**src/rtl/period_scheduler.sv**
```systemverilog
// rtl/period_scheduler.sv - decodes the school-day minute count into class periods and breaks
// Emits period start/end pulses and a held req/ack seat-release request per finished class.
module period_scheduler #(
  parameter int TIME_W      = 11,
  parameter int NUM_PERIODS = 7,
  parameter int FIRST_START = 60,
  parameter int CLASS_LEN   = 50,
  parameter int BREAK_LEN   = 10
) (
  input  logic              clk,
  input  logic              rst,
  input  logic [TIME_W-1:0] time_in,
  input  logic              day_end,
  input  logic              release_ack,
  output logic [2:0]        period,
  output logic              in_class,
  output logic              period_start,
  output logic              period_end,
  output logic              release_req,
  output logic [2:0]        release_period,
  output logic              day_done,
  output logic              release_ovf
);

  if ((FIRST_START + NUM_PERIODS * (CLASS_LEN + BREAK_LEN) >= 2 ** TIME_W) ||
      (NUM_PERIODS < 1) || (NUM_PERIODS > 8) || (CLASS_LEN < 1) || (BREAK_LEN < 1))
  begin : g_param_check
    $error("period_scheduler: day schedule does not fit the minute counter");
  end

  localparam logic [TIME_W-1:0] FIRST_W = TIME_W'(FIRST_START);
  localparam logic [TIME_W-1:0] CLASS_W = TIME_W'(CLASS_LEN);
  localparam logic [TIME_W-1:0] BREAK_W = TIME_W'(BREAK_LEN);
  localparam logic [2:0]        LAST_P  = 3'(NUM_PERIODS - 1);

  typedef enum logic [1:0] {
    S_PRE,
    S_CLASS,
    S_BREAK,
    S_DONE
  } state_t;

  state_t            state_q, state_d;
  logic [TIME_W-1:0] boundary_q, boundary_d;
  logic [2:0]        period_q, period_d;
  logic              in_class_q, in_class_d;
  logic              period_start_q, period_start_d;
  logic              period_end_q, period_end_d;
  logic              release_req_q, release_req_d;
  logic [2:0]        release_period_q, release_period_d;
  logic              day_done_q, day_done_d;
  logic              release_ovf_q, release_ovf_d;
  logic              hit;
  logic              issue;

  always_comb begin
    state_d          = state_q;
    boundary_d       = boundary_q;
    period_d         = period_q;
    period_start_d   = 1'b0;
    period_end_d     = 1'b0;
    issue            = 1'b0;
    hit              = (time_in == boundary_q);
    release_req_d    = release_req_q;
    release_period_d = release_period_q;
    release_ovf_d    = release_ovf_q;

    // day_end wins over a boundary hit in the same cycle
    if (day_end) begin
      if (state_q == S_CLASS) begin
        period_end_d = 1'b1;
        issue        = 1'b1;
      end
      state_d    = S_PRE;
      boundary_d = FIRST_W;
      period_d   = 3'd0;
    end else begin
      case (state_q)
        S_PRE: begin
          if (hit) begin
            state_d        = S_CLASS;
            period_d       = 3'd0;
            period_start_d = 1'b1;
            boundary_d     = boundary_q + CLASS_W;
          end
        end
        S_CLASS: begin
          if (hit) begin
            period_end_d = 1'b1;
            issue        = 1'b1;
            if (period_q == LAST_P) begin
              state_d = S_DONE;
            end else begin
              state_d    = S_BREAK;
              boundary_d = boundary_q + BREAK_W;
            end
          end
        end
        S_BREAK: begin
          if (hit) begin
            state_d        = S_CLASS;
            period_d       = period_q + 3'd1;
            period_start_d = 1'b1;
            boundary_d     = boundary_q + CLASS_W;
          end
        end
        S_DONE: begin
        end
        default: state_d = S_PRE;
      endcase
    end

    // A still-pending request is never overwritten; a colliding new one is dropped and flagged.
    if (release_req_q && !release_ack) begin
      if (issue) begin
        release_ovf_d = 1'b1;
      end
    end else begin
      release_req_d = issue;
      if (issue) begin
        release_period_d = period_q;
      end
    end

    in_class_d = (state_d == S_CLASS);
    day_done_d = (state_d == S_DONE);
  end

  always_ff @(posedge clk) begin
    if (rst) begin
      state_q          <= S_PRE;
      boundary_q       <= FIRST_W;
      period_q         <= 3'd0;
      in_class_q       <= 1'b0;
      period_start_q   <= 1'b0;
      period_end_q     <= 1'b0;
      release_req_q    <= 1'b0;
      release_period_q <= 3'd0;
      day_done_q       <= 1'b0;
      release_ovf_q    <= 1'b0;
    end else begin
      state_q          <= state_d;
      boundary_q       <= boundary_d;
      period_q         <= period_d;
      in_class_q       <= in_class_d;
      period_start_q   <= period_start_d;
      period_end_q     <= period_end_d;
      release_req_q    <= release_req_d;
      release_period_q <= release_period_d;
      day_done_q       <= day_done_d;
      release_ovf_q    <= release_ovf_d;
    end
  end

  assign period         = period_q;
  assign in_class       = in_class_q;
  assign period_start   = period_start_q;
  assign period_end     = period_end_q;
  assign release_req    = release_req_q;
  assign release_period = release_period_q;
  assign day_done       = day_done_q;
  assign release_ovf    = release_ovf_q;

endmodule
```
**config.mk**
```make
export PLATFORM = sky130hd
export DESIGN_NAME = period_scheduler
export DESIGN_NICKNAME = d
export VERILOG_FILES = /design/src/rtl/period_scheduler.sv
export SDC_FILE = /design/constraint.sdc
export NUM_CORES = 1
export LEC_CHECK = 0
export CAP_MARGIN = 20
export CORE_ASPECT_RATIO = 1.25
export CORE_UTILIZATION = 56
export DETAILED_ROUTE_END_ITERATION = 16
export DONT_BUFFER_PORTS = 1
export GPL_TIMING_DRIVEN = 0
export PLACE_DENSITY = 0.71
export RECOVER_POWER = 50
export REMOVE_ABC_BUFFERS = 1
export SYNTH_ARGS = -nofsm -noshare
export SYNTH_HDL_FRONTEND = slang
export SYNTH_SLANG_ARGS = --single-unit
```
**constraint.sdc**
```tcl
create_clock -name clk -period 4.7 [get_ports clk]
set_input_delay 0 -clock clk [delete_from_list [all_inputs] [get_ports clk]]
set_output_delay 0 -clock clk [all_outputs]
set_load 0.05 [all_outputs]
```
==> key figures, run 1 <==
Routing
  • Routed WL: between 2000 and 2500 µm
  • Post-DRT Antenna Nets: 0
  • Post-route DRC violation count: 0
  • Drt wl/cell: around 15 µm
  • Vias: 986
  • Iter 0 DRT Violations: 14
  • Vias per Instance: 6.05
  • DR pass1 iterations: 6

Layout
  • Nets: about 170
  • Antenna Cells: 0
  • Fillers: approximately 180
  • Layout cell share with drive strength beyond 1: under 10%
  • Area grow syn2layout: 7.19%
  • Cell area after layout: about 1300 µm²

Outcome
  • Outcome: finished, final reports clean

Timing
  • Transition time of the tightest slew-check pin: ~0.78 ns
  • Max-slew violations: 0
  • Slew margin rel.: between 40% and 50%
  • Clock skew: 0.0138 ns
  • FMAX: ~0.32 GHz
  • Endpoints failing setup: 0
  • Minimum clock period: between 3 and 4 ns
  • Final Hold Fails: 0
  • Period utilisation layout: 65.9%
  • RSZ-0062 raised after global routing: false
  • Total Neg Setup Slack: 0 ns
  • Final setup margin: 1.60 ns
  • Min Hold Slack: 0.00933 ns

Power
  • Leakage power: around 0.47 nW
  • Peak VDD IR: 193 µV
  • Power Dens Cells: 245 nW/µm²
  • Total power: 0.325 mW

Floorplanning
  • Die ar.: about 2400 µm²
  • Chip width: 44 µm
  • Die Span Y: 54.5 µm
  • Io pins: 27
  • Core area: 2030 µm²
  • # rows: 18
  • Starting Density: 60.9%

Clock network
  • Worst skew pair latency: between 0.3 and 0.4 ns
  • CTS-repair resized insts: 0
  • Clock tree sinks: 24
  • H-tree levels: 1
  • # Post-CTS Setup Buffers: 0
  • Clock buffer depth: 2
  • Clock root buffer: clkbuf_4
  • CTS tree: done
  • Total CTS buffers: 3
  • Hold_buf cts: 5
  • Worst-path clk slew: about 0.14 ns

Placement
  • DP Area: 1230 µm²
  • Gpl congestion: 0.817
  • HPWL after DPL: 1770 µm
  • Setup Slack @ Placement: between 1.5 and 2 ns
  • # port buffers: 0

Synthesis
  • Main synth FF type: dfxtp_1
  • Commonest cells post-synth: dfxtp_1, nand2_1, a21oi_1, xnor2_1, nand2b_1
  • Asr flop ratio synth: 0%
  • Syn Area/Cell: 8.82 µm²
  • Yosys reg bits: 24
  • Post-synth EDFFs: 0
  • Mapped Cells: 140
  • Synth Warn #: 0
  • Seq/Total Area, Yosys: 38.9%
  • Yosys top cell area share: 38.9%
  • Most frequent cell after synthesis: dfxtp_1
  • Post-synth cell types: 36
  • Leading area contributor after synthesis: dfxtp_1
  • Area contributors post-synth: dfxtp_1, xnor2_1, ha_1, mux2i_1, nand2b_1
  • Post-synthesis cell area: roughly 1200 µm²

Global routing
  • Most Crowded Layer GR: met2
  • Met3 usage: 5.28%
  • Pin count of the biggest net entering global routing: 18
  • First-pass GRT wire length: 4020 µm
  • Vias in the first global route: 943
  • Met1 Use GR: 25.8%
  • Met2 GRT Util: between 40% and 50%
  • Initial antenna violation count: 0
  • Congestion Overflow GR: 0
  • Total track usage: approximately 23%

Critical path
  • CP Max Fanout: 17
  • Reg-to-Reg End: boundary_q[8]
  • CP Launch Type: flip-flop
  • WP data required: 4.95 ns
  • CP Class: flip-flop to flip-flop
  • RR Startpoint: period[0]
  • Setup crit end kind: flip-flop
  • R2R depth: 7
  • R2R setup slack: 1.60 ns
  • Crit path DAT: 3.35 ns

Min path
  • Hold path start: day_end
  • WHS Path Cells: 2
  • End of the worst hold path: release_period[1]
  • Worst Hold Class: input pin to flip-flop

Run
  • Max Cap Viol: 0
==> how the worst max path moves through the flow <==
| stage | endpoint | slack, ns | startpoint | cells after the start |
|---|---|---|---|---|
| 2_1_floorplan | boundary_q[8] | 1.96 | period[0] | 7 |
| 3_3_place_gp | boundary_q[8] | 1.68 | period[0] | 7 |
| 4_1_cts | boundary_q[8] | 1.59 | period[0] | 7 |
| 5_1_grt | boundary_q[8] | 1.33 | period[0] | 7 |
| 6_report | boundary_q[8] | 1.60 | period[0] | 7 |
| 3_5_place_dp | boundary_q[8] | 1.62 | period[0] | 7 |
==> layer usage <==
layer	vias up	part of all wire, %
met1	455	42
met4	0	2.0
met5	-	0
met2	29	51
li1	497	-
met3	5	4.6
==> cell usage in the layout, fill, tap and decap left out, types with 2 or more instances in the layout <==
master,n
nand2_1,13
dfxtp_1,24
o211ai_1,2
ha_1,6
inv_1,5
xor2_1,5
o31a_1,2
nand3_1,5
clkbuf_4,3
nand4_1,2
o21ai_1,2
nand2b_1,8
or3_1,2
o21ai_0,3
nor3_1,2
nor2_1,7
dlygate4sd3_1,5
or4_1,2
nor4_1,2
a21oi_1,9
mux2i_1,7
xnor2_1,9
and2_1,2
o21a_1,3
==> where the power goes <==
part	switching [mW]	internal [mW]	leakage (nW)	total, mW
Combinational	0.00613	0.00598	0.259	0.0121
Sequential	0.0000346	0.203	0.193	0.203
Clock	0.0618	0.0474	0.0210	0.109
==> flip-flops by register name (all words and copies together), names as in the netlist <==
| signal | flops |
|---|---|
| state_q | 2 |
| release_period | 3 |
| boundary_q | 10 |
| period | 3 |
| release_req | 1 |
| release_ovf | 1 |
| day_done | 1 |
| period_end | 1 |
| period_start | 1 |
| in_class | 1 |
==> kinds of logic after synthesis <==
family                   count (synthesis)  share of synthesized area [%]
flip-flops                              24                           38.9
AO/OA/AOI/OAI                           28                           14.8
multiplexers                             7                           5.67
buffers and inverters                   12                           3.75
AND/OR/NAND/NOR                         49                           20.9
adder cells (fa/ha/maj)                  6                           6.08
XOR/XNOR                                14                           9.93
==> layout make-up <==
type	count	area [µm²]	share of cell area [%]
multi-input combinational	104	708	53.5
timing repair buffer	6	55.1	4.16
sequential	24	480	36.3
clock buffer	4	36.3	2.74
inverter	5	18.8	1.42
tap	20	25.0	1.89
==> stage by stage <==
step	cells	util [%]
3_5_place_dp	153	60.8
2_1_floorplan	133	-
5_1_grt	163	65.3
3_3_place_gp	153	60.8
4_1_cts	162	65.1
6_report	163	65.3
==> critical path, stage by stage (launching register included) <==
cell and delay, ns:
dfxtp_1 0.74, inv_1 0.15, ha_1 0.25, and2_1 0.17, o21ai_0 0.23, or4b_1 0.76, or4_1 0.59, a21oi_1 0.15
Power figures use the tool's default switching activity.
==> run 2: changes to the inputs <==
- ABC_AREA: unset -> 1
- clock period: 4.7 -> 2.9 ns (I/O delays scaled with it)
==> key figures, run 2 <==
Global routing
  • Initial antenna violation count: 0
  • First-pass GRT wire length: 4930 µm
  • Total track usage: 21.4%
  • Vias in the first global route: 1173
  • Congestion Overflow GR: 0
  • Pin count of the biggest net entering global routing: 14

Clock network
  • Worst-path clk slew: roughly 0.13 ns
  • # Post-CTS Setup Buffers: 0
  • CTS-repair resized insts: 0
  • Worst skew pair latency: 0.32 ns
  • H-tree levels: 1
  • Clock root buffer: clkbuf_4
  • CTS tree: done
  • Hold_buf cts: 3
  • Clock buffer depth: 2
  • Clock tree sinks: 24
  • Total CTS buffers: 3

Timing
  • Total Neg Setup Slack: 0 ns
  • Min Hold Slack: 0.0550 ns
  • FMAX: 0.486 GHz
  • Endpoints failing setup: 0
  • Transition time of the tightest slew-check pin: 0.616 ns
  • RSZ-0062 raised after global routing: false
  • Minimum clock period: slightly above 2 ns
  • Final setup margin: 0.843 ns
  • Max-slew violations: 0
  • Clock skew: 0.00192 ns
  • Slew margin rel.: 58.9%
  • Period utilisation layout: about 71%
  • Final Hold Fails: 0

Critical path
  • Setup crit end kind: flip-flop
  • Crit-path max cell delay: 0.49 ns
  • CP Launch Type: flip-flop
  • WP buf/inv: 3
  • CP Class: flip-flop to flip-flop
  • Top delay family on crit path: simple AND/OR/NAND/NOR gates
  • CP Max Fanout: 7
  • CP Cell Sequence: clkinv_1 > nand2_1 > nand2_1 > clkinv_1 > nand2_1 > nor2_1 > nand3_1 > nand2_1 > nand3_1 > nand2_1 > inv_1 > nor2_1
  • Slowest-stage cell, CP: dfxtp_1
  • CP most frequent cell: nand2_1
  • WP data required: 3.17 ns
  • Crit path DAT: 2.33 ns

Synthesis
  • Mapped Cells: 240
  • Commonest cells post-synth: nand2_1, inv_1, dfxtp_1
  • Seq/Total Area, Yosys: 30.9%
  • Post-synth cell types: 29
  • Yosys top cell area share: 30.9%
  • Most frequent cell after synthesis: nand2_1
  • Synth Warn #: 0
  • Asr flop ratio synth: 0%
  • Syn Area/Cell: approximately 6.5 µm²
  • Area contributors post-synth: dfxtp_1, nand2_1, inv_1, a21oi_1, ha_1
  • Main synth FF type: dfxtp_1
  • Yosys reg bits: 24
  • Post-synthesis cell area: approximately 1600 µm²
  • Post-synth EDFFs: 0
  • Leading area contributor after synthesis: dfxtp_1

Routing
  • Vias per Instance: 4.91
  • Post-DRT Antenna Nets: 0
  • Post-route DRC violation count: 0
  • DR pass1 iterations: 4
  • Iter 0 DRT Violations: 22
  • Routed WL: 2910 µm
  • Drt wl/cell: roughly 10 µm
  • Vias: approximately 1400

Layout
  • Most frequent cells in the layout: nand2_1, inv_1, dfxtp_1
  • Nets: 265
  • Layout cell share with drive strength beyond 1: roughly 6.6%
  • Reg with most FFs: boundary_q
  • Antenna Cells: 0
  • Commonest non-fill, non-tap cell in the layout: nand2_1
  • Area grow syn2layout: 2.74%
  • Fillers: 270
  • Multi-input gate area: 847 µm²
  • Register area: 480 µm²
  • Max FFs per register: 10

Floorplanning
  • Core area: 2650 µm²
  • Chip width: 49.1 µm
  • # rows: 21
  • Starting Density: 58.6%
  • Io pins: 27
  • Die ar.: 2990 µm²
  • Die Span Y: 60.9 µm

Min path
  • Worst Hold Class: input pin to flip-flop

Power
  • Power Dens Cells: approximately 340 nW/µm²
  • Total power: 0.540 mW
  • Peak VDD IR: ~240 µV
  • Leakage power: between 0.7 and 0.8 nW

Placement
  • # port buffers: 0
  • Setup Slack @ Placement: approximately 0.9 ns
  • Gpl congestion: 0.778
  • HPWL after DPL: 2290 µm

Run
  • Max Cap Viol: 0

Outcome
  • Outcome: finished, final reports clean
[run 2: cell families (layout without fill, tap and decap cells)]
family          count (synthesis)  in the layout  share of synthesized area [%]
compound gates                 24             24                           8.77
xor+xnor                        7              7                           3.94
fa+ha+maj                       6              6                           4.83
buf+inv                        47             50                           12.1
flops                          24             24                           30.9
simple gates                  132            132                           39.5
[run 2: final cells by class]
cell class	count	area share (%)
Tap cell	34	2.66
Timing Repair Buffer	3	1.88
Sequential cell	24	30.1
Clock buffer	4	2.27
Inverter	43	10.1
Multi-Input combinational cell	169	53.0
[run 2: per-layer routing]
layer / part of all wire [%] / GRT usage [%] / vias up
li1: - / - / 744
met1: 44 / 24.7 / 595
met2: 53 / 42.3 / 20
met3: 2.4 / 2.51 / 2
met5: 0 / 0 / -
met4: 0.79 / 5.04 / 0
[run 2: final timing paths]
check	from	endpoint	slack (ns)	cells past startpoint
min reg2reg	boundary_q[9]	boundary_q[9]	0.50	2
min	time_in[0]	period_start	0.05	5
max reg2reg	boundary_q[6]	release_period[0]	0.84	12
max	boundary_q[6]	release_period[0]	0.84	12
[run 2: stage by stage]
stage,utilization (%),cells,area (µm²)
final,60.2,277,1600
after global placement,59.2,270,1570
after CTS,61.7,277,1640
after floorplan,-,236,1530
after global routing,60.2,277,1600
after detailed placement,59.2,270,1570
[run 2: power by group]
group / leakage [nW] / internal (mW) / switching, mW
sequential: 0.193 / 0.330 / 0.0000898
clock: 0.0210 / 0.0768 / 0.103
combinational: 0.564 / 0.0109 / 0.0188
total: 0.779 / 0.417 / 0.122
[run 2: worst register-to-register path, cell delays in order, from the launching register on]
cell and delay, ns:
dfxtp_1 0.49, clkinv_1 0.13, nand2_1 0.07, nand2_1 0.05, clkinv_1 0.04, nand2_1 0.04
nor2_1 0.37, nand3_1 0.25, nand2_1 0.21, nand3_1 0.15, nand2_1 0.09, inv_1 0.04
nor2_1 0.08
==> run 3: changes to the inputs <==
- clock period: 2.9 -> 2.15 ns (I/O delays scaled with it)
==> key figures, run 3 (synthesis gave the netlist of run 2 again) <==
Outcome
  • Outcome: finished, final reports clean

Critical path
  • CP Cell Sequence: inv_1 > ha_1 > a21oi_1 > o211ai_2 > a21oi_1 > o21ai_1
  • Top delay family on crit path: compound AO/OA/AOI/OAI gates
  • RR Startpoint: period[0]
  • CP Launch Type: flip-flop
  • CP Class: flip-flop to flip-flop
  • CP most frequent cell: a21oi_1
  • Setup crit end kind: flip-flop
  • CP Max Fanout: 10
  • Slowest-stage cell, CP: dfxtp_1
  • Critical Path Start: period[0]
  • WP buf/inv: 1
  • WP data required: 2.36 ns
  • Crit path DAT: 2.21 ns
  • Crit-path max cell delay: between 0.7 and 0.8 ns

Run
  • Max Cap Viol: 0

Global routing
  • Congestion Overflow GR: 0
  • First-pass GRT wire length: 4930 µm
  • Pin count of the biggest net entering global routing: 14
  • Initial antenna violation count: 0
  • Total track usage: 21.4%
  • Vias in the first global route: between 1000 and 1500

Power
  • Clock power share: 33.3%
  • Net switching power: 0.166 mW
  • Peak VDD IR: 320 µV
  • Leakage power: 0.780 nW
  • Sequential Power Share: 61.0%
  • Sw frac: 22.7%
  • Power Dens Cells: 453 nW/µm²
  • Comb pwr share: 5.7%
  • Internal power: 0.564 mW

Floorplanning
  • Io pins: 27
  • Core area: 2650 µm²
  • Die ar.: ~3000 µm²
  • Starting Density: around 60%
  • Chip width: 49.1 µm
  • Die Span Y: approximately 61 µm
  • # rows: 21

Routing
  • Post-DRT Antenna Nets: 0
  • Routed WL: about 2900 µm
  • Drt wl/cell: 10.5 µm
  • Vias: 1363
  • Vias per Instance: approximately 4.9
  • Post-route DRC violation count: 0
  • DR pass1 iterations: 4
  • Iter 0 DRT Violations: 25

Placement
  • Gpl congestion: 0.778
  • HPWL after DPL: 2290 µm
  • DP Area: approximately 1600 µm²
  • # port buffers: 0

Min path
  • Worst Hold Class: input pin to flip-flop
  • Hold path start: time_in[0]

Timing
  • Transition time of the tightest slew-check pin: 0.617 ns
  • Endpoints failing setup: 0
  • Minimum clock period: 2.00 ns
  • Total Neg Setup Slack: 0 ns
  • Final Hold Fails: 0
  • Period utilisation layout: approximately 93%
  • Max-slew violations: 0
  • RSZ-0062 raised after global routing: false
  • Slew margin rel.: between 50% and 60%
  • Clock skew: 0.00193 ns
  • FMAX: 0.500 GHz

Clock network
  • Hold_buf cts: 3
  • Worst-path clk slew: 0.13 ns
  • Worst skew pair latency: 0.32 ns
  • H-tree levels: 1
  • Clock buffer depth: 2
  • Clock root buffer: clkbuf_4
  • # Post-CTS Setup Buffers: 0
  • CTS-repair resized insts: 0
  • Clock tree sinks: 24
  • Total CTS buffers: 3
  • CTS tree: done

Layout
  • Reg with most FFs: boundary_q
  • Nets: between 200 and 300
  • Commonest non-fill, non-tap cell in the layout: nand2_1
  • Max FFs per register: 10
  • Fillers: 269
  • Antenna Cells: 0
  • Most frequent cells in the layout: nand2_1, inv_1, dfxtp_1
  • Cell area after layout: 1610 µm²
  • Layout cell share with drive strength beyond 1: under 10%
  • Area grow syn2layout: 3.54%
[run 3: area by class of cell]
cell class	instances	area (µm²)	area share, %
clock buffers	4	36.3	2.25
well taps	34	42.5	2.64
inverters	43	161	10.0
multi-input cells	169	860	53.4
flip-flops and latches	24	480	29.8
repair buffers	3	30.0	1.86
[run 3: layer usage]
layer / up-vias / GRT usage (%) / share of wire, %
met2: 20 / 42.3 / 53
met4: 0 / 5.04 / 0.79
met5: - / 0 / 0
li1: 744 / - / -
met1: 597 / 24.7 / 44
met3: 2 / 2.51 / 2.5
[run 3: power groups by stage]
stage          registers [mW]  logic (mW)  clock network, mW
2_1_floorplan           0.455      0.0321                  0
3_3_place_gp            0.455      0.0390                  0
5_1_grt                 0.445      0.0485              0.259
3_5_place_dp            0.455      0.0394                  0
4_1_cts                 0.445      0.0450              0.247
6_report                0.445      0.0415              0.243
[run 3: worst reg2reg max path, cell delays in order, from the launching register on]
cell and delay [ns]:
dfxtp_1 0.71, inv_1 0.17, ha_1 0.24, a21oi_1 0.25
o211ai_2 0.26, a21oi_1 0.20, o21ai_1 0.07
[run 3: per-stage QoR]
stage | utilization, % | std cells | power, mW | setup WS [ns] | hold WS (ns)
finish | 60.7 | 277 | 0.730 | 0.149 | 0.0550
global route | 60.7 | 277 | 0.753 | 0.0267 | 0.0766
CTS | 61.7 | 277 | 0.737 | 0.141 | 0.0199
detailed placement | 59.2 | 270 | 0.494 | 0.158 | 0.0753
global placement | 59.2 | 270 | 0.494 | 0.173 | 0.0727
floorplan | - | 236 | 0.487 | 0.390 | 0.0724
[run 3: worst paths after layout]
path / slack [ns] / to / depth (start not counted)
worst max register to register: 0.15 / boundary_q[4] / 6
worst max-delay path: 0.15 / boundary_q[4] / 6
worst min register to register: 0.50 / boundary_q[9] / 2
worst min-delay path: 0.05 / period_start / 5
